$ cat config.mk
export PLATFORM = sky130hd
export DESIGN_NAME = pipe_trace_buffer
export DESIGN_NICKNAME = d
export VERILOG_FILES = /design/src/rtl/pipe_trace_buffer.sv
export SDC_FILE = /design/constraint.sdc
export NUM_CORES = 2
export LEC_CHECK = 0
export CAP_MARGIN = 20
export CELL_PAD_IN_SITES_DETAIL_PLACEMENT = 0
export CELL_PAD_IN_SITES_GLOBAL_PLACEMENT = 2
export CORE_UTILIZATION = 52
export CTS_CLUSTER_DIAMETER = 30
export CTS_CLUSTER_SIZE = 20
export DETAILED_ROUTE_END_ITERATION = 10
export GPL_ROUTABILITY_DRIVEN = 1
export PLACE_DENSITY = 0.92
export SLEW_MARGIN = 20
export SYNTH_ARGS = -nofsm -noshare
export SYNTH_HDL_FRONTEND = slang
export SYNTH_SLANG_ARGS = --single-unit
$ cat constraint.sdc
create_clock -name clk -period 19.4 [get_ports clk]
set_input_delay 3.88 -clock clk [delete_from_list [all_inputs] [get_ports clk]]
set_output_delay 3.88 -clock clk [all_outputs]
set_load 0.03 [all_outputs]
$ cat src/rtl/pipe_trace_buffer.sv
// Circular trace recorder for pipeline observation channels, with free-run and
// trigger-on-match capture and oldest-first readout once capture has ended.
module pipe_trace_buffer #(
    parameter int DATA_W = 32,
    parameter int NUM_CH = 6,
    parameter int DEPTH  = 16,
    parameter int ADDR_W = 4
) (
    input  logic                     clk,
    input  logic                     rst_n,
    input  logic                     arm,
    input  logic                     stop,
    input  logic                     sample_en,
    input  logic [NUM_CH*DATA_W-1:0] ch_data,
    input  logic                     trig_en,
    input  logic [DATA_W-1:0]        trig_value,
    input  logic [DATA_W-1:0]        trig_mask,
    input  logic [ADDR_W:0]          post_count,
    input  logic                     rd_en,
    input  logic [ADDR_W-1:0]        rd_addr,
    output logic [NUM_CH*DATA_W-1:0] rd_data,
    output logic                     rd_valid,
    output logic                     busy,
    output logic                     done,
    output logic                     wrapped,
    output logic [ADDR_W:0]          count,
    output logic                     trig_hit,
    output logic [ADDR_W-1:0]        trig_idx
);

    localparam int              W        = NUM_CH * DATA_W;
    localparam logic [ADDR_W:0] FULL     = (ADDR_W + 1)'(DEPTH);
    localparam logic [ADDR_W:0] MAX_POST = (ADDR_W + 1)'(DEPTH - 1);

    typedef enum logic [1:0] {S_IDLE, S_PRE, S_POST, S_DONE} state_t;

    state_t            state_reg, state_next;
    logic [ADDR_W-1:0] wr_ptr_reg, wr_ptr_next;
    logic [ADDR_W:0]   count_reg, count_next;
    logic              wrapped_reg, wrapped_next;
    logic              trig_hit_reg, trig_hit_next;
    logic [ADDR_W-1:0] trig_addr_reg, trig_addr_next;
    logic [ADDR_W-1:0] post_cnt_reg, post_cnt_next;

    logic [W-1:0]      mem [DEPTH];
    logic [W-1:0]      ram_q_reg;
    logic              rd_in_range_reg;
    logic              rd_valid_reg;

    logic              capturing;
    logic              wr_en;
    logic              match;
    logic [ADDR_W-1:0] post_init;
    logic [ADDR_W-1:0] oldest;
    logic [ADDR_W-1:0] rd_phys;

    assign capturing = (state_reg == S_PRE) || (state_reg == S_POST);
    assign wr_en     = capturing && sample_en && !arm;
    assign match     = trig_en && sample_en &&
                       (((ch_data[DATA_W-1:0] ^ trig_value) & trig_mask) == '0);
    // Clamp keeps the trigger sample from being overwritten by post samples.
    assign post_init = (post_count > MAX_POST) ? MAX_POST[ADDR_W-1:0]
                                               : post_count[ADDR_W-1:0];
    assign oldest    = wrapped_reg ? wr_ptr_reg : '0;
    assign rd_phys   = oldest + rd_addr;

    always_comb begin
        state_next     = state_reg;
        wr_ptr_next    = wr_ptr_reg;
        count_next     = count_reg;
        wrapped_next   = wrapped_reg;
        trig_hit_next  = trig_hit_reg;
        trig_addr_next = trig_addr_reg;
        post_cnt_next  = post_cnt_reg;

        if (arm) begin
            state_next     = S_PRE;
            wr_ptr_next    = '0;
            count_next     = '0;
            wrapped_next   = 1'b0;
            trig_hit_next  = 1'b0;
            trig_addr_next = '0;
            post_cnt_next  = '0;
        end else begin
            if (wr_en) begin
                wr_ptr_next = wr_ptr_reg + 1'b1;
                if (count_reg == FULL) begin
                    wrapped_next = 1'b1;
                end else begin
                    count_next = count_reg + 1'b1;
                end
            end
            unique case (state_reg)
                S_IDLE: ;
                S_PRE: begin
                    if (match) begin
                        trig_hit_next  = 1'b1;
                        trig_addr_next = wr_ptr_reg;
                        post_cnt_next  = post_init;
                        state_next     = (post_init == '0) ? S_DONE : S_POST;
                    end
                    if (stop) state_next = S_DONE;
                end
                S_POST: begin
                    if (sample_en) begin
                        post_cnt_next = post_cnt_reg - 1'b1;
                        if (post_cnt_reg == ADDR_W'(1)) state_next = S_DONE;
                    end
                    if (stop) state_next = S_DONE;
                end
                S_DONE: ;
            endcase
        end
    end

    always_ff @(posedge clk or negedge rst_n) begin
        if (!rst_n) begin
            state_reg       <= S_IDLE;
            wr_ptr_reg      <= '0;
            count_reg       <= '0;
            wrapped_reg     <= 1'b0;
            trig_hit_reg    <= 1'b0;
            trig_addr_reg   <= '0;
            post_cnt_reg    <= '0;
            rd_in_range_reg <= 1'b0;
            rd_valid_reg    <= 1'b0;
        end else begin
            state_reg       <= state_next;
            wr_ptr_reg      <= wr_ptr_next;
            count_reg       <= count_next;
            wrapped_reg     <= wrapped_next;
            trig_hit_reg    <= trig_hit_next;
            trig_addr_reg   <= trig_addr_next;
            post_cnt_reg    <= post_cnt_next;
            rd_in_range_reg <= rd_en && ({1'b0, rd_addr} < count_reg);
            rd_valid_reg    <= rd_en;
        end
    end

    // Unreset RAM with registered read; read-before-write falls out of NBA ordering.
    always_ff @(posedge clk) begin
        if (wr_en) mem[wr_ptr_reg] <= ch_data;
        if (rd_en) ram_q_reg <= mem[rd_phys];
    end

    assign rd_data  = rd_in_range_reg ? ram_q_reg : '0;
    assign rd_valid = rd_valid_reg;
    assign busy     = capturing;
    assign done     = (state_reg == S_DONE);
    assign wrapped  = wrapped_reg;
    assign count    = count_reg;
    assign trig_hit = trig_hit_reg;
    assign trig_idx = (done && trig_hit_reg) ? (trig_addr_reg - oldest) : '0;

endmodule

==> results by group <==
Yosys
  • Synthesized Nets: 6252
  • Post-synthesis sequential area ratio: 78.6%
  • Mux cell area share after synthesis: 13.8%
  • Post-synth top area share: 78.1%
  • Post-synthesis adder-cell area fraction: 0.231%
  • Number of flops mapped to enable cells by yosys: 3264
  • Synth Area in Simple Gates: 4.56%
  • Synth Area in Compound Gates: 1.25%
  • Ys Warns: 0
  • Largest family of logic cells by synthesized area: multiplexers
  • Yosys top cell by area: edfxtp_1
  • Post-synthesis instance area: 125000 µm²
  • Post-synth cell types: 48
  • Synth top area cells: edfxtp_1 78%, mux4_2 14%, nand2_1 2.3%
  • Top_reg_cell synth: edfxtp_1
  • Synth Instances: 5958
  • Mapped Avg Cell Area: 21.1 µm²
  • Synth Area in XOR/XNOR: 0.335%
  • Synth async-reset ratio: 0.700%
  • #FFs+latches synth: 3287

CTS
  • Post-cts repair resize count: 0
  • TritonCTS Buffers: 556
  • Worst skew pair latency: 0.97 ns
  • CTS H-tree depth: 6
  • Clk sinks: 3287
  • Root Buffer: clkbuf_16
  • Clk buf depth: 4
  • CTS tree: done
  • Total setup buffers inserted after CTS: 0
  • CTS clk-pin slew, worst paths: 0.05 ns
  • CTS Hold Bufs: 0

STA
  • Tcrit/Tclk final: 43.4%
  • Max_slew headroom: 21.1%
  • Worst Max-Slew Pin Slew: 1.18 ns
  • Max Fclk: 119 MHz
  • Tmin final: 8.43 ns
  • Final number of max-transition violations: 0
  • Setup Skew: 0.0624 ns
  • # setup viols final: 0
  • Hold Fails Final Rpt: 0
  • RSZ-0062 raised after global routing: no
  • Final setup TNS: 0 ns

Worst setup path
  • Most used cell, CP: buf_4
  • Worst Setup End Kind: register
  • R2R depth: 12
  • CP Launch Type: input port
  • CP Class: in2reg
  • Reg-to-reg slack, setup: 13.77 ns
  • Crit-path slowest cell: buf_4
  • Reg2reg end: ram_q_reg[94]$_DFFE_PP_
  • Cell Chain, Critical Path: clkdlybuf4s50_1, ha_4, inv_1, fa_4, xnor2_2, buf_4, buf_4, buf_4, buf_4, nand2_1, and3_1, a31oi_1
  • RR Startpoint: wr_ptr_reg[0]$_DFFE_PN0P_
  • Crit path max fanout: 63
  • Worst Path Arrival: 9.19 ns
  • CP Data Required Time: 20.16 ns
  • Delay of the slowest critical-path stage: 0.84 ns

Global route
  • Global-route wire length before repair: 455 mm
  • Total grt overflow: 0
  • Initial antenna violation count: 55
  • Total Routing Usage GR: 25.9%
  • Vias in the first global route: 67457
  • Pin count of the biggest net entering global routing: 155

Floorplanning
  • Full die area: 243000 µm²
  • Area of the core: 239000 µm²
  • Die Ht: 493 µm
  • Die X: 493 µm
  • Initial core utilization: 52.5%
  • Num rows: 179
  • # IOs: 478

Placement
  • Port bufs: 477
  • Placed cells: 9394
  • Half-perimeter wire length after placement: 145 mm
  • GP Congestion: 0.766

Final layout
  • Non-filler cells, final: 10402
  • Most common cell after layout, fill and taps aside: edfxtp_1
  • Max reg flops: 3072
  • Area grow syn2layout: 21.8%
  • Layout cell share with drive strength beyond 1: 24.8%
  • Commonest cells after routing, fill and taps aside: 3264 x edfxtp_1, 782 x nand2_1, 768 x mux4_2
  • Nets@finish: 7079
  • Fillers: 15336

Routing
  • DR vias: 63993
  • Routed WL: 314 mm
  • Vias/cell: 6.15
  • Drt first pass iters: 7
  • Average wire per standard cell: 30.2 µm
  • Post-route DRC: 0
  • Initial detailed-routing violation count: 6712
  • Antenna viol nets, final: 0

Power
  • Lkg Pwr: 50.3 nW
  • Maximum VDD drop: 0.120 mV
  • Tot Pwr: 18.4 mW
  • Power per Cell Area: 121 nW/µm²

Worst hold path
  • HP Class: reg2reg
  • Hold endpoint: trig_addr_reg[0]$_DFFE_PN0P_
  • Hold Crit Start: trig_addr_reg[0]$_DFFE_PN0P_
  • Hold path depth: 2

Run status
  • Status: completed

Job
  • MaxCap Viol Count: 0
==> how the worst max path moves through the flow <==
stage / startpoint / end / slack [ns] / cells past startpoint
after CTS: rd_addr[0] / ram_q_reg[94]$_DFFE_PP_ / 11.11 / 12
after global routing: rd_addr[0] / ram_q_reg[94]$_DFFE_PP_ / 10.84 / 9
after floorplan: sample_en / mem[5][0]$_DFFE_PP_ / 6.16 / 4
final: rd_addr[0] / ram_q_reg[94]$_DFFE_PP_ / 10.97 / 12
after global placement: rd_addr[0] / ram_q_reg[94]$_DFFE_PP_ / 10.18 / 9
after detailed placement: rd_addr[0] / ram_q_reg[94]$_DFFE_PP_ / 10.12 / 12
==> stage by stage <==
stage | cell area [µm²] | util [%] | setup WS (ns) | hold WS [ns]
floorplan | 125000 | - | 6.16 | 0.490
finish | 153000 | 64.0 | 10.97 | 0.526
detailed placement | 134000 | 56.2 | 10.12 | 0.515
global placement | 134000 | 56.1 | 10.18 | 0.512
global route | 153000 | 64.0 | 10.84 | 0.581
CTS | 153000 | 64.0 | 11.11 | 0.526
==> cell families after synthesis <==
family | Yosys count
flops | 3287
buf+inv | 345
fa+ha+maj | 22
simple gates | 1243
mux | 774
xor+xnor | 48
compound gates | 239
==> synth_stat cells, drive strengths merged, types with 8 or more instances <==
master	number
buf	139
a31oi	192
xnor2	10
nor2	43
ha	20
edfxtp	3264
nand2	782
a22oi	14
clkbuf	185
dfrtp	23
mux4	768
inv	21
xor2	38
a21oi	8
and2	193
and3	195
==> final cells by class <==
| class | count | area, µm² | area share (%) |
|---|---|---|---|
| Clock buffer | 628 | 14500 | 9.46 |
| Clock inverter | 359 | 4230 | 2.77 |
| Inverter | 21 | 78.8 | 0.0516 |
| Antenna cell | 21 | 52.6 | 0.0344 |
| Timing Repair Buffer | 593 | 5880 | 3.85 |
| Sequential cell | 3287 | 98600 | 64.5 |
| Tap cell | 3167 | 3960 | 2.59 |
| Multi-Input combinational cell | 2326 | 25600 | 16.7 |
==> worst max-delay path: cells and delay by family <==
kind	cells	cell delay (ns)
and+or+nand+nor	2	0.39
AOI/OAI and AO/OA	1	0.18
xor gates and xnor gates	1	0.18
buffers and inverters	6	3.51
adders and majority gates	2	0.70
==> report_power, final <==
part | total [mW] | switching, mW | leakage (nW) | internal, mW
logic | 0.743 | 0.445 | 11.5 | 0.298
registers | 7.94 | 0.0302 | 29.8 | 7.91
clock network | 9.75 | 3.39 | 9.02 | 6.37
total | 18.4 | 3.86 | 50.3 | 14.6
==> metal layers <==
layer | up-vias | GRT usage (%) | wire (µm)
li1 | 26138 | - | -
met1 | 33594 | 33.5 | 115000
met2 | 3506 | 43.5 | 159000
met3 | 707 | 5.67 | 29300
met4 | 48 | 9.14 | 10100
met5 | - | 0 | 302
(Power assumes the default switching activity.)
